### src/rtl/regfile_arb_pkg.sv
// Shared types and defaults for the register-file write arbiter.
// The LOCKED state only exists when REGFILE_ARB_LOCK_EN is defined.
package regfile_arb_pkg;

  localparam int unsigned REG_ADDR_W  = 2;
  localparam int unsigned REG_DATA_W  = 8;
  localparam int unsigned NUM_ENTRIES = 2 ** REG_ADDR_W;

  typedef logic [REG_ADDR_W-1:0] addr_t;
  typedef logic [REG_DATA_W-1:0] data_t;

`ifdef REGFILE_ARB_LOCK_EN
  typedef enum logic [1:0] {IDLE, CLEAR, LOCKED} arb_state_e;
`else
  typedef enum logic [1:0] {IDLE, CLEAR} arb_state_e;
`endif

endpackage

### src/rtl/regfile_write_arbiter_if.sv
// Request channels, clear control and register-file write port of the arbiter.
// master = requester/register-file side, slave = arbiter.
interface regfile_write_arbiter_if
  import regfile_arb_pkg::*;
#(
  parameter int unsigned NUM_REQ = 4,
  parameter int unsigned ADDR_W  = REG_ADDR_W,
  parameter int unsigned DATA_W  = REG_DATA_W
);
  localparam int unsigned ID_W = $clog2(NUM_REQ);

  logic [NUM_REQ-1:0]        req_valid;
  logic [NUM_REQ*ADDR_W-1:0] req_addr;
  logic [NUM_REQ*DATA_W-1:0] req_data;
  logic [NUM_REQ-1:0]        req_lock;
  logic [NUM_REQ-1:0]        req_ready;
  logic                      clear_req;
  logic                      clear_busy;
  logic [ID_W-1:0]           grant_id;
  logic [ADDR_W-1:0]         write_address;
  logic [DATA_W-1:0]         write_data;
  logic                      write_en;

  modport master (
    output req_valid, req_addr, req_data, req_lock, clear_req,
    input  req_ready, clear_busy, grant_id, write_address, write_data, write_en
  );

  modport slave (
    input  req_valid, req_addr, req_data, req_lock, clear_req,
    output req_ready, clear_busy, grant_id, write_address, write_data, write_en
  );

endinterface

### src/rtl/rr_pick.sv
// Combinational round-robin picker: first valid requester at or after ptr_i,
// returned as a one-hot grant and its index.
module rr_pick #(
  parameter int unsigned N = 4,
  localparam int unsigned IdW = $clog2(N)
) (
  input  logic [N-1:0]   valid_i,
  input  logic [IdW-1:0] ptr_i,
  output logic [N-1:0]   grant_o,
  output logic [IdW-1:0] idx_o
);

  logic           found;
  logic [IdW-1:0] cand;

  always_comb begin
    grant_o = '0;
    idx_o   = '0;
    found   = 1'b0;
    cand    = '0;
    for (int unsigned k = 0; k < N; k++) begin
      cand = IdW'((32'(ptr_i) + k) % N);
      if (!found && valid_i[cand]) begin
        found         = 1'b1;
        grant_o[cand] = 1'b1;
        idx_o         = cand;
      end
    end
  end

endmodule

### src/rtl/regfile_write_arbiter.sv
// Round-robin arbiter for the register-file write port with a built-in clear sequencer.
// Define REGFILE_ARB_LOCK_EN to let a requester hold its grant across beats via req_lock.
module regfile_write_arbiter
  import regfile_arb_pkg::*;
#(
  parameter int unsigned NUM_REQ = 4,
  parameter int unsigned ADDR_W  = REG_ADDR_W,
  parameter int unsigned DATA_W  = REG_DATA_W
) (
  input logic                    clock,
  input logic                    reset_n,
  regfile_write_arbiter_if.slave bus
);

  localparam int unsigned ID_W = $clog2(NUM_REQ);
  typedef logic [ID_W-1:0] id_t;

  arb_state_e        state_q;
  id_t               ptr_q;
  id_t               grant_id_q;
  logic [ADDR_W-1:0] clr_cnt_q;
  logic              write_en_q;
  logic [ADDR_W-1:0] write_address_q;
  logic [DATA_W-1:0] write_data_q;
`ifdef REGFILE_ARB_LOCK_EN
  id_t               lock_id_q;
  logic              clear_pend_q;
`endif

  logic [ADDR_W-1:0] req_addr_arr [NUM_REQ];
  logic [DATA_W-1:0] req_data_arr [NUM_REQ];

  for (genvar g = 0; g < NUM_REQ; g++) begin : g_unpack
    assign req_addr_arr[g] = bus.req_addr[g*ADDR_W +: ADDR_W];
    assign req_data_arr[g] = bus.req_data[g*DATA_W +: DATA_W];
  end

  logic [NUM_REQ-1:0] pick_onehot;
  id_t                pick_idx;
  id_t                ptr_next;

  rr_pick #(
    .N (NUM_REQ)
  ) u_rr_pick (
    .valid_i (bus.req_valid),
    .ptr_i   (ptr_q),
    .grant_o (pick_onehot),
    .idx_o   (pick_idx)
  );

  assign ptr_next = (pick_idx == id_t'(NUM_REQ - 1)) ? '0 : pick_idx + 1'b1;

  logic [NUM_REQ-1:0] ready;
  id_t                acc_idx;
  logic               acc;

  // A same-cycle clear request wins over any requester in IDLE.
  always_comb begin
    ready   = '0;
    acc_idx = pick_idx;
    unique case (state_q)
      IDLE: begin
        if (!bus.clear_req) ready = pick_onehot;
      end
`ifdef REGFILE_ARB_LOCK_EN
      LOCKED: begin
        acc_idx          = lock_id_q;
        ready[lock_id_q] = bus.req_valid[lock_id_q];
      end
`endif
      default: ;
    endcase
    if (!reset_n) ready = '0;
  end

  assign acc = |ready;

  always_ff @(posedge clock or negedge reset_n) begin
    if (!reset_n) begin
      state_q         <= IDLE;
      ptr_q           <= '0;
      grant_id_q      <= '0;
      clr_cnt_q       <= '0;
      write_en_q      <= 1'b0;
      write_address_q <= '0;
      write_data_q    <= '0;
`ifdef REGFILE_ARB_LOCK_EN
      lock_id_q       <= '0;
      clear_pend_q    <= 1'b0;
`endif
    end else begin
      write_en_q <= 1'b0;
      unique case (state_q)
        IDLE: begin
          if (bus.clear_req) begin
            state_q   <= CLEAR;
            clr_cnt_q <= '0;
          end else if (acc) begin
            write_en_q      <= 1'b1;
            write_address_q <= req_addr_arr[acc_idx];
            write_data_q    <= req_data_arr[acc_idx];
            grant_id_q      <= acc_idx;
            ptr_q           <= ptr_next;
`ifdef REGFILE_ARB_LOCK_EN
            if (bus.req_lock[acc_idx]) begin
              state_q   <= LOCKED;
              lock_id_q <= acc_idx;
            end
`endif
          end
        end
        CLEAR: begin
          write_en_q      <= 1'b1;
          write_address_q <= clr_cnt_q;
          write_data_q    <= '0;
          clr_cnt_q       <= clr_cnt_q + 1'b1;
          if (&clr_cnt_q) state_q <= IDLE;
        end
`ifdef REGFILE_ARB_LOCK_EN
        LOCKED: begin
          if (bus.clear_req) clear_pend_q <= 1'b1;
          if (acc) begin
            write_en_q      <= 1'b1;
            write_address_q <= req_addr_arr[acc_idx];
            write_data_q    <= req_data_arr[acc_idx];
            grant_id_q      <= acc_idx;
          end
          // Leave on an unlocked beat or when the owner stops requesting; a deferred
          // clear then starts straight away.
          if (!bus.req_valid[lock_id_q] || !bus.req_lock[lock_id_q]) begin
            if (clear_pend_q || bus.clear_req) begin
              state_q      <= CLEAR;
              clr_cnt_q    <= '0;
              clear_pend_q <= 1'b0;
            end else begin
              state_q <= IDLE;
            end
          end
        end
`endif
        default: state_q <= IDLE;
      endcase
    end
  end

  assign bus.req_ready     = ready;
  assign bus.clear_busy    = (state_q == CLEAR);
  assign bus.grant_id      = grant_id_q;
  assign bus.write_en      = write_en_q;
  assign bus.write_address = write_address_q;
  assign bus.write_data    = write_data_q;

endmodule

### src/flat_wrapper.sv
// flat-port wrapper written by rule: the top's interface ports become plain ports
module regfile_write_arbiter_flat import regfile_arb_pkg::*;
#(
  parameter int unsigned NUM_REQ = 4,
  parameter int unsigned ADDR_W  = REG_ADDR_W,
  parameter int unsigned DATA_W  = REG_DATA_W
)
  (clock, reset_n, bus_req_valid, bus_req_addr, bus_req_data, bus_req_lock, bus_clear_req, bus_req_ready, bus_clear_busy, bus_grant_id, bus_write_address, bus_write_data, bus_write_en);
  regfile_write_arbiter_if #(.NUM_REQ(NUM_REQ), .ADDR_W(ADDR_W), .DATA_W(DATA_W)) bus_i ();
  input logic clock;
  input logic reset_n;
  input wire logic [$bits(bus_i.req_valid)-1:0] bus_req_valid;
  input wire logic [$bits(bus_i.req_addr)-1:0] bus_req_addr;
  input wire logic [$bits(bus_i.req_data)-1:0] bus_req_data;
  input wire logic [$bits(bus_i.req_lock)-1:0] bus_req_lock;
  input wire logic [$bits(bus_i.clear_req)-1:0] bus_clear_req;
  output wire logic [$bits(bus_i.req_ready)-1:0] bus_req_ready;
  output wire logic [$bits(bus_i.clear_busy)-1:0] bus_clear_busy;
  output wire logic [$bits(bus_i.grant_id)-1:0] bus_grant_id;
  output wire logic [$bits(bus_i.write_address)-1:0] bus_write_address;
  output wire logic [$bits(bus_i.write_data)-1:0] bus_write_data;
  output wire logic [$bits(bus_i.write_en)-1:0] bus_write_en;
  assign bus_i.req_valid = bus_req_valid;
  assign bus_i.req_addr = bus_req_addr;
  assign bus_i.req_data = bus_req_data;
  assign bus_i.req_lock = bus_req_lock;
  assign bus_i.clear_req = bus_clear_req;
  assign bus_req_ready = bus_i.req_ready;
  assign bus_clear_busy = bus_i.clear_busy;
  assign bus_grant_id = bus_i.grant_id;
  assign bus_write_address = bus_i.write_address;
  assign bus_write_data = bus_i.write_data;
  assign bus_write_en = bus_i.write_en;
  regfile_write_arbiter #(.NUM_REQ(NUM_REQ), .ADDR_W(ADDR_W), .DATA_W(DATA_W)) u_core (.clock(clock), .reset_n(reset_n), .bus(bus_i));
endmodule
### config.mk
export PLATFORM = sky130hd
export DESIGN_NAME = regfile_write_arbiter_flat
export DESIGN_NICKNAME = d
export VERILOG_FILES = /design/src/rtl/regfile_arb_pkg.sv /design/src/rtl/regfile_write_arbiter_if.sv /design/src/rtl/rr_pick.sv /design/src/rtl/regfile_write_arbiter.sv /design/src/flat_wrapper.sv
export SDC_FILE = /design/constraint.sdc
export NUM_CORES = 1
export LEC_CHECK = 0
export BUFFER_PORTS_ARGS = -buffer_cell sky130_fd_sc_hd__buf_2
export CORE_MARGIN = 4
export CORE_UTILIZATION = 49
export CTS_CLUSTER_SIZE = 40
export DETAILED_ROUTE_END_ITERATION = 10
export PLACE_DENSITY = 0.8
export SYNTH_ARGS = -nofsm -noshare
export SYNTH_HDL_FRONTEND = slang
export SYNTH_SLANG_ARGS = --single-unit
export TNS_END_PERCENT = 50
### constraint.sdc
create_clock -name clock -period 3.74 [get_ports clock]
set_input_delay 0.374 -clock clock [delete_from_list [all_inputs] [get_ports clock]]
set_output_delay 0.374 -clock clock [all_outputs]
set_load 0.02 [all_outputs]
==> metrics, run 1 <==
status=finished, final reports clean; hold_buf cts=1; Nets=290; TritonCTS clock tree=yes; worst clock skew=0.00377 ns; Post-synth EDFFs=0; total gr overflow=0; GP Congestion=0.795; Initial Util=51.0%; cts repair resizes=0; fin crit period=3.19 ns; Crit Path Class=reg -> out; # port buffers=64; die area=4510 um^2; iteration count of the initial detailed-routing pass=4; Worst Path Arrival=2.82 ns; DIE HEIGHT=67.2 um; largest net degree at the start of global routing=26; Core Area=3360 um^2; post-CTS setup buffers=0; critical path launch point type=flip-flop; H-tree depth=1; internal power=0.830 mW; Setup Viol. Count Final=0; Worst-path clk slew=0.10 ns; top_reg_cell synth=dfrtp_1; Avg Inst Size Synth=10.3 um^2; cell area power density=729 nW/um^2; Synth Instances=167; CP Cell Sequence=inv_1, ha_1, mux2i_1, a211oi_1, a31oi_1, a41oi_1, buf_2; DRT iter0 DRCs=105; largest cells by area after synthesis=dfrtp_1, mux2i_1, mux2_2; post-route design area=2100 um^2; post-route ant nets=0; register area share after synthesis=26.3%; CP max stage cell=a211oi_1; Mapped Nets=227; fraction of layout cells with a size suffix above 1=43.7%; synth unique cells=41; Synth top area share=26.3%; unrepaired setup endpoints after global routing=no; site row count=21; Comb pwr share=71.2%; pre-CTS WS=0.735 ns; Psw=0.698 mW; max incr delay on CP=0.56 ns; vias=1558; Clock Path Buffers=2; Critical Path Sink Type=output pin; Vias/cell=5.67; Leak Pwr=0.991 nW; vias in the first global route=1484; Placed Area=2050 um^2; PnR worst setup slack=0.546 ns; Final Hold Fails=0; Antenna Cells=0; sequential power share=20.9%; Final Max Slew Viols=0; crit path max fanout=7; maximum clock frequency=0.313 GHz; initial antenna violation count=0; Clk network pwr share=7.9%; Clk Latency, worst-skew pair=0.30 ns; largest area contributor in the netlist=dfrtp_1; Root Buffer=clkbuf_4; fill cell count=314; Max Cap Viol=0; Syn. warnings=0; CTS Buf Count=3; Yosys reg bits=18; die width=67.2 um; Final TNS setup=0 ns; IO Count=69; Hold/Removal Path Class=in -> reg; area delta synth->final=22.2%; Mapped Area=1720 um^2; period utilisation layout=85.4%; total track usage=19.7%; asr flop ratio synth=100%; relative slew slack=55.1%; clock sink count=18; first-pass GRT wire length=6800 um; DRC=0; DP HPWL=3170 um; routed len/inst=15.2 um; Max VDD drop=0.000465 V; fin util=62.3%; CP Data Required Time=3.37 ns; drt total wl=4170 um; worst slew pin tran=0.669 ns; Sw Ratio=45.7%
-- logic make-up (layout without fill, tap and decap cells) --
kind of cell,after synthesis,in the layout,synth area share (%)
simple gates,44,44,16.3
flops,18,18,26.3
compound gates,39,39,18.4
fa+ha+maj,9,9,6.56
buf+inv,17,79,6.05
xor+xnor,1,1,0.511
mux,39,39,25.9
-- path summary, 6_finish.rpt --
kind	start	endpoint	slack (ns)	cells past startpoint
hold reg to reg	u_core.bus.grant_id[0]	u_core.bus.grant_id[0]	0.51	2
setup reg to reg	flip-flop	u_core.bus.write_address[0]	0.71	10
hold / removal	bus_clear_req	u_core.state_q[0]	0.37	3
min in group asynchronous	reset_n	u_core.bus.write_data[5]	0.53	2
max in group asynchronous	reset_n	u_core.bus.write_data[7]	2.92	2
setup / recovery	flip-flop	bus_req_ready[0]	0.55	7
-- per-stage QoR --
step	instances	power (mW)	hold WS, ns
2_1_floorplan	167	1.19	0.0784
3_3_place_gp	270	1.39	0.323
3_5_place_dp	270	1.41	0.326
4_1_cts	275	1.54	0.380
5_1_grt	275	1.65	0.389
6_report	275	1.53	0.373
-- cells in the mapped netlist, types with 2 or more instances --
| cell | n |
|---|---|
| buf_6 | 2 |
| mux4_2 | 3 |
| mux2i_1 | 23 |
| dfrtp_1 | 18 |
| a211oi_1 | 2 |
| a41oi_1 | 2 |
| o21ai_1 | 11 |
| a41oi_2 | 2 |
| nand2_1 | 13 |
| nor3_1 | 3 |
| a31oi_1 | 4 |
| mux2_2 | 13 |
| o31ai_1 | 2 |
| nor2_1 | 4 |
| inv_1 | 4 |
| ha_1 | 9 |
| or3b_1 | 2 |
| nand3b_1 | 11 |
| a21oi_1 | 2 |
| buf_2 | 5 |
| buf_4 | 5 |
| o21ai_0 | 5 |
| nor4b_1 | 4 |
-- cell usage in the layout (no fill, tap or decap), types with 3 or more instances in the layout --
cell and n:
nor4b_1 4, nor3_1 3, dfrtp_1 18, ha_1 9
inv_1 4, mux4_2 3, nand2_1 13, o21ai_0 5
nand3b_1 11, mux2i_1 23, mux2_2 13, a31oi_1 4
nor2_1 4, clkbuf_4 3, o21ai_1 11, buf_4 6
buf_2 64
-- per-layer routing --
metal / track usage [%] / wire length [um] / vias to the layer above
met5: 0 / 0 / -
li1: - / - / 758
met3: 3.16 / 133 / 11
met4: 8.10 / 106 / 0
met2: 31.7 / 2140 / 36
met1: 26.3 / 1790 / 753
-- sequential cells by signal, summed over array words and instances, names as in the netlist, named ones only --
name and flops:
u_core.bus.grant_id 2, u_core.bus.write_address 2, u_core.bus.write_data 8, u_core.bus.write_en 1, u_core.clr_cnt_q 2, u_core.ptr_q 1
u_core.state_q 1
-- critical path, delay by kind of cell (launching register included) --
| kind | cells | cell delay [ns] |
|---|---|---|
| buf+inv | 2 | 0.42 |
| mux | 1 | 0.19 |
| fa+ha+maj | 1 | 0.37 |
| compound gates | 3 | 1.15 |
| flops | 1 | 0.39 |
-- power groups by stage --
| stage | logic [mW] | registers, mW | clock network (mW) |
|---|---|---|---|
| floorplan | 0.808 | 0.381 | 0 |
| global placement | 1.07 | 0.322 | 0 |
| detailed placement | 1.09 | 0.324 | 0 |
| CTS | 1.09 | 0.321 | 0.124 |
| global route | 1.19 | 0.331 | 0.134 |
| finish | 1.09 | 0.319 | 0.121 |
-- cell type report --
cell class	instances	area [um^2]	share of cell area [%]
repair buffers	71	375	17.9
clock buffers	4	36.3	1.73
well taps	46	57.6	2.75
inverters	4	15.0	0.716
multi-input cells	132	1160	55.4
flip-flops and latches	18	450	21.5
Power figures use the tool's default switching activity.
==> inputs of run 2 (changes only) <==
--- a/config.mk
+++ b/config.mk
@@ -5,7 +5,9 @@
 export SDC_FILE = /design/constraint.sdc
 export NUM_CORES = 1
 export LEC_CHECK = 0
+export ABC_CLOCK_PERIOD_IN_PS = 3740
 export BUFFER_PORTS_ARGS = -buffer_cell sky130_fd_sc_hd__buf_2
+export CORE_ASPECT_RATIO = 0.5
 export CORE_MARGIN = 4
 export CORE_UTILIZATION = 49
 export CTS_CLUSTER_SIZE = 40
==> run 2 against run 1 <==
Sequential power barely moved. Critical path depth is the same. Utilization increased by 4.1 points. Largest cell class unchanged. Total power rose by 2.0%. Final cell count grew 0.36%. First-iteration DRC count decreased by 65%. Global-route usage shrank 2.1 points. Clock-buffer cell count did not move. Combinational power about the same. Die area rose by 1.3%.
==> metrics, run 2 (synthesis results as in run 1) <==
maximum clock frequency=0.316 GHz; H-tree depth=1; Initial Util=54.1%; total track usage=17.6%; Max Cap Viol=0; Largest register FFs=8; Comb pwr share=69.7%; largest net degree at the start of global routing=26; Vias/cell=5.67; Max VDD drop=0.000410 V; drt total wl=3950 um; unrepaired setup endpoints after global routing=no; overall power=1.56 mW; max incr delay on CP=0.55 ns; Final Hold Fails=0; IO Count=69; Crit Path Class=reg -> out; internal power=0.862 mW; Clk Latency, worst-skew pair=0.25 ns; first-pass GRT wire length=6700 um; fill cell count=260; Hold Slack=0.0430 ns; TritonCTS clock tree=yes; Clock Path Buffers=2; Root Buffer=clkbuf_8; crit path max fanout=7; routed wl met3=246 um; worst clock skew=0.000813 ns; routed len/inst=14.3 um; period utilisation layout=84.5%; DRC=0; Reg area=450 um^2; post-CTS setup buffers=0; multi-input gate area in the final layout=1160 um^2; Critical Path Sink Type=output pin; met2 WL=2010 um; clock sink count=18; Core Area=3170 um^2; cell area power density=740 nW/um^2; Hold/Removal Path Class=in -> async; most frequent cells in the layout=buf_2, mux2i_1, dfrtp_1; fraction of layout cells with a size suffix above 1=43.9%; Leak Pwr=0.995 nW; DIE HEIGHT=49.8 um; Final TNS setup=0 ns; fin crit period=3.16 ns; post-route ant nets=0; die width=91.7 um; Worst Path Arrival=2.79 ns; CP Data Required Time=3.37 ns; Setup Viol. Count Final=0; delay-heaviest family, CP=compound AO/OA/AOI/OAI gates; CTS Buf Count=3; status=finished, final reports clean; GP Congestion=0.876; Sw Ratio=44.7%; CP Cell Sequence=inv_1, ha_1, mux2i_1, a211oi_1, a31oi_1, a41oi_1, buf_2; critical path launch point type=flip-flop; DRT iter0 DRCs=37; vias in the first global route=1545; DP HPWL=3050 um; Nets=289; max layer used=met4; Worst-path clk slew=0.07 ns; area delta synth->final=22.8%; worst slew pin tran=0.654 ns; commonest non-fill, non-tap cell in the layout=buf_2; hold_buf cts=0; site row count=14; iteration count of the initial detailed-routing pass=4; relative slew slack=56.1%; total gr overflow=0; sequential power share=20.3%; WL met1=1670 um; Psw=0.696 mW; vias=1566; CP max stage cell=a211oi_1; die area=4570 um^2; Worst Path Buf+Inv=2; Antenna Cells=0; cts repair resizes=0; Clk network pwr share=10.0%; # port buffers=64; Final Max Slew Viols=0; initial antenna violation count=0
run 2: cell count changes in the layout (fill, tap and decap cells not counted), sizes merged:
cell / delta
dlygate4sd3: -1
run 2: final cells by class:
| type | count | area share (%) |
|---|---|---|
| multi-input combinational | 132 | 55.1 |
| sequential | 18 | 21.4 |
| timing repair buffer | 70 | 17.3 |
| inverter | 4 | 0.713 |
| clock buffer | 4 | 2.61 |
| tap | 48 | 2.85 |
run 2: worst reg2reg max path, cell delays in order, from the launching register on:
cell and delay (ns):
dfrtp_1 0.34, inv_1 0.13, ha_1 0.50, mux2i_1 0.33, a211oi_1 0.16, a31oi_1 0.26, a41oi_2 0.18, nor4_4 0.58
buf_4 0.28, nand3b_1 0.10, o21ai_1 0.08
run 2: per-stage QoR:
| stage | std cells | util, % | worst slack, ns | instance area [um^2] |
|---|---|---|---|---|
| final | 276 | 66.5 | 0.580 | 2110 |
| after global routing | 276 | 66.5 | 0.381 | 2110 |
| after detailed placement | 272 | 64.7 | 0.753 | 2050 |
| after global placement | 272 | 64.7 | 0.828 | 2050 |
| after CTS | 276 | 66.5 | 0.591 | 2110 |
| after floorplan | 167 | - | 0.572 | 1720 |
run 2: power by group through the flow:
stage / Clock, mW / Combinational, mW / Sequential, mW
after global placement: 0 / 1.05 / 0.318
after detailed placement: 0 / 1.09 / 0.320
after CTS: 0.160 / 1.09 / 0.317
final: 0.156 / 1.09 / 0.317
after floorplan: 0 / 0.808 / 0.381
after global routing: 0.172 / 1.18 / 0.328
run 2: final timing paths:
check | startpoint | to | slack (ns) | cells after the start
min reg2reg | u_core.bus.grant_id[0] | u_core.bus.grant_id[0] | 0.48 | 2
min in group clock | bus_clear_req | u_core.state_q[0] | 0.41 | 3
max reg2reg | u_core.ptr_q[1] | u_core.bus.write_data[5] | 0.73 | 10
max | u_core.ptr_q[1] | bus_req_ready[1] | 0.58 | 7
max in group asynchronous | reset_n | u_core.bus.write_data[1] | 3.41 | 1
min | reset_n | u_core.bus.grant_id[0] | 0.04 | 1
run 2: per-layer routing:
layer / vias to the layer above / GRT usage, %
met2: 62 / 31.9
li1: 756 / -
met3: 2 / 3.65
met5: - / 0
met1: 746 / 21.7
met4: 0 / 4.00
==> inputs of run 3 (changes only) <==
--- a/config.mk
+++ b/config.mk
@@ -5,14 +5,15 @@
 export SDC_FILE = /design/constraint.sdc
 export NUM_CORES = 1
 export LEC_CHECK = 0
-export ABC_CLOCK_PERIOD_IN_PS = 3740
+export ABC_AREA = 1
+export ABC_CLOCK_PERIOD_IN_PS = 2550
 export BUFFER_PORTS_ARGS = -buffer_cell sky130_fd_sc_hd__buf_2
 export CORE_ASPECT_RATIO = 0.5
 export CORE_MARGIN = 4
-export CORE_UTILIZATION = 49
+export CORE_UTILIZATION = 45
 export CTS_CLUSTER_SIZE = 40
 export DETAILED_ROUTE_END_ITERATION = 10
-export PLACE_DENSITY = 0.8
+export PLACE_DENSITY = 0.77
 export SYNTH_ARGS = -nofsm -noshare
 export SYNTH_HDL_FRONTEND = slang
 export SYNTH_SLANG_ARGS = --single-unit
==> constraint.sdc (replaced) <==
create_clock -name clock -period 2.55 [get_ports clock]
set_input_delay 0.255 -clock clock [delete_from_list [all_inputs] [get_ports clock]]
set_output_delay 0.255 -clock clock [all_outputs]
set_load 0.02 [all_outputs]
==> run 3 against run 2 <==
Clock skew grew 0.0011 ns. Register-to-register slack worse by 0.53 ns. Sequential share of layout area fell by 1.1 points. Synthesized area up 3.7%. Total power rose by 84%. Critical path depth up 7. Final cell count rose by 36%. Wire length is 16% higher. Worst hold slack improved by 0.24 ns. Die area grew 11%. Utilization down 5.3 points. Critical path type is now reg -> reg. Largest power group unchanged.
==> metrics, run 3 <==
register area share after synthesis=25.3%; first-pass GRT wire length=7210 um; post-route ant nets=0; Avg Inst Size Synth=6.98 um^2; Setup Viol. Count Final=0; # port buffers=64; H-tree depth=1; Worst R2R Start=u_core.ptr_q[1]; DIE HEIGHT=52.5 um; total gr overflow=0; Synth Instances=255; clock sink count=18; Final TNS setup=0 ns; post-route design area=2220 um^2; largest area contributor in the netlist=dfrtp_1; site row count=15; Clk Latency, worst-skew pair=0.25 ns; fin crit period=2.35 ns; Synth top area share=25.3%; Hold Slack=0.287 ns; Syn. warnings=0; Max Cap Viol=0; TritonCTS clock tree=yes; most frequent cells after synthesis=nand2_1, nand3_1, inv_1; CP Data Required Time=2.74 ns; Largest register FFs=8; CTS Buf Count=3; largest net degree at the start of global routing=26; area delta synth->final=24.5%; synth unique cells=28; DRC=0; IO Count=69; relative slew slack=70.8%; top_reg_cell synth=dfrtp_1; fill cell count=332; Initial Util=49.1%; Clock Path Buffers=2; Placed Area=2120 um^2; Crit. Startpoint=u_core.ptr_q[1]; Critical Path Sink Type=flip-flop; Yosys reg bits=18; vias in the first global route=1748; largest cells by area after synthesis=dfrtp_1, nand3_1, nand2_1; asr flop ratio synth=100%; Nets=385; initial antenna violation count=0; Post-synth EDFFs=0; maximum clock frequency=0.425 GHz; Mapped Nets=315; DRT iter0 DRCs=69; GP Congestion=0.816; critical path launch point type=flip-flop; Root Buffer=clkbuf_8; total track usage=17.0%; worst clock skew=0.00188 ns; commonest non-fill, non-tap cell in the layout=nand2_1; Hold/Removal Path Class=in -> reg; Worst Hold Launch=bus_clear_req; die area=5080 um^2; worst slew pin tran=0.437 ns; Worst Path Arrival=2.54 ns; crit path max fanout=8; fin util=61.2%; Mapped Area=1780 um^2; most frequent cells in the layout=nand2_1, nand3_1, buf_2; Core Area=3620 um^2; status=finished, final reports clean; routed len/inst=12.2 um; Max VDD drop=0.000495 V; unrepaired setup endpoints after global routing=no; iteration count of the initial detailed-routing pass=4; DP HPWL=3480 um; Leak Pwr=1.27 nW; period utilisation layout=92.3%; cell area power density=1300 nW/um^2; Final Hold Fails=0; Vias/cell=5.15; Worst-path clk slew=0.06 ns; die width=96.9 um; drt total wl=4560 um; Final Max Slew Viols=0; Crit Path Class=reg -> reg; Antenna Cells=0; fraction of layout cells with a size suffix above 1=33.1%; top-count cell post-synth=nand2_1; vias=1926
[run 3: cell types whose count changed after synthesis, sizes merged, moves of 6 or more]
cell,change
mux2,-13
mux2i,-23
nand3,+74
nand2,+72
inv,+21
nand3b,-10
nor2,+6
[run 3: stage by stage]
step           setup WS (ns)  cells  power, mW
3_5_place_dp           0.141    366       2.64
3_3_place_gp           0.216    366       2.57
6_report               0.197    374       2.87
5_1_grt              0.00925    374       3.17
4_1_cts                0.132    370       2.84
2_1_floorplan          0.363    255       2.25
[run 3: cell type report]
class                           instances  area, um^2  area share (%)
Multi-Input combinational cell        202        1160            52.2
Clock buffer                            3        41.3            1.86
Timing Repair Buffer                   75         405            18.3
Inverter                               25        98.8            4.46
Tap cell                               51        63.8            2.88
Sequential cell                        18         450            20.3
[run 3: final timing paths]
path | endpoint | slack (ns) | cells after the start
setup / recovery | u_core.bus.write_address[0] | 0.20 | 14
hold / removal | u_core.state_q[0] | 0.29 | 3
setup reg to reg | u_core.bus.write_address[0] | 0.20 | 14
hold reg to reg | u_core.bus.grant_id[0] | 0.49 | 2
max in group asynchronous | u_core.bus.write_data[6] | 1.79 | 2
min in group asynchronous | u_core.state_q[0] | 0.47 | 2
[run 3: power breakdown]
group / internal [mW] / switching, mW / total [mW]
Clock: 0.105 / 0.0878 / 0.193
Sequential: 0.397 / 0.0776 / 0.474
Combinational: 0.766 / 1.44 / 2.21
Total: 1.27 / 1.61 / 2.87
[run 3: cell families (layout without fill, tap and decap cells)]
| family | after synthesis | after routing | share of synthesized area [%] |
|---|---|---|---|
| adder cells (fa/ha/maj) | 9 | 9 | 6.33 |
| AND/OR/NAND/NOR | 170 | 171 | 49.8 |
| AO/OA/AOI/OAI | 21 | 21 | 7.31 |
| flip-flops | 18 | 18 | 25.3 |
| buffers and inverters | 36 | 103 | 10.8 |
| XOR/XNOR | 1 | 1 | 0.492 |
[run 3: per-layer routing]
layer / wire length (um) / up-vias / part of all wire, % / GRT usage, %
met5: 0 / - / 0 / 0
met4: 25 / 0 / 0.55 / 2.33
met3: 191 / 4 / 4.2 / 3.32
met2: 2370 / 42 / 52 / 34.5
met1: 1970 / 908 / 43 / 19.3
li1: - / 972 / - / -
[run 3: worst max-delay path, stage by stage, from the launching register on]
cell,delay [ns]
dfrtp_1,0.39
inv_2,0.16
ha_1,0.32
inv_1,0.12
nand3_1,0.09
nand2_2,0.13
nor2_4,0.07
a21boi_1,0.13
nand3_1,0.09
nand2_1,0.10
nand2_2,0.14
nor2_8,0.20
buf_4,0.16
nand3_1,0.08
nand2_1,0.12
[run 3: timing repair]
action,in CTS,in global routing
setup buffers,0,3
hold buffers,1,0
gates resized for setup,0,2
setup endpoints to repair,0,5
hold endpoints to repair,18,0
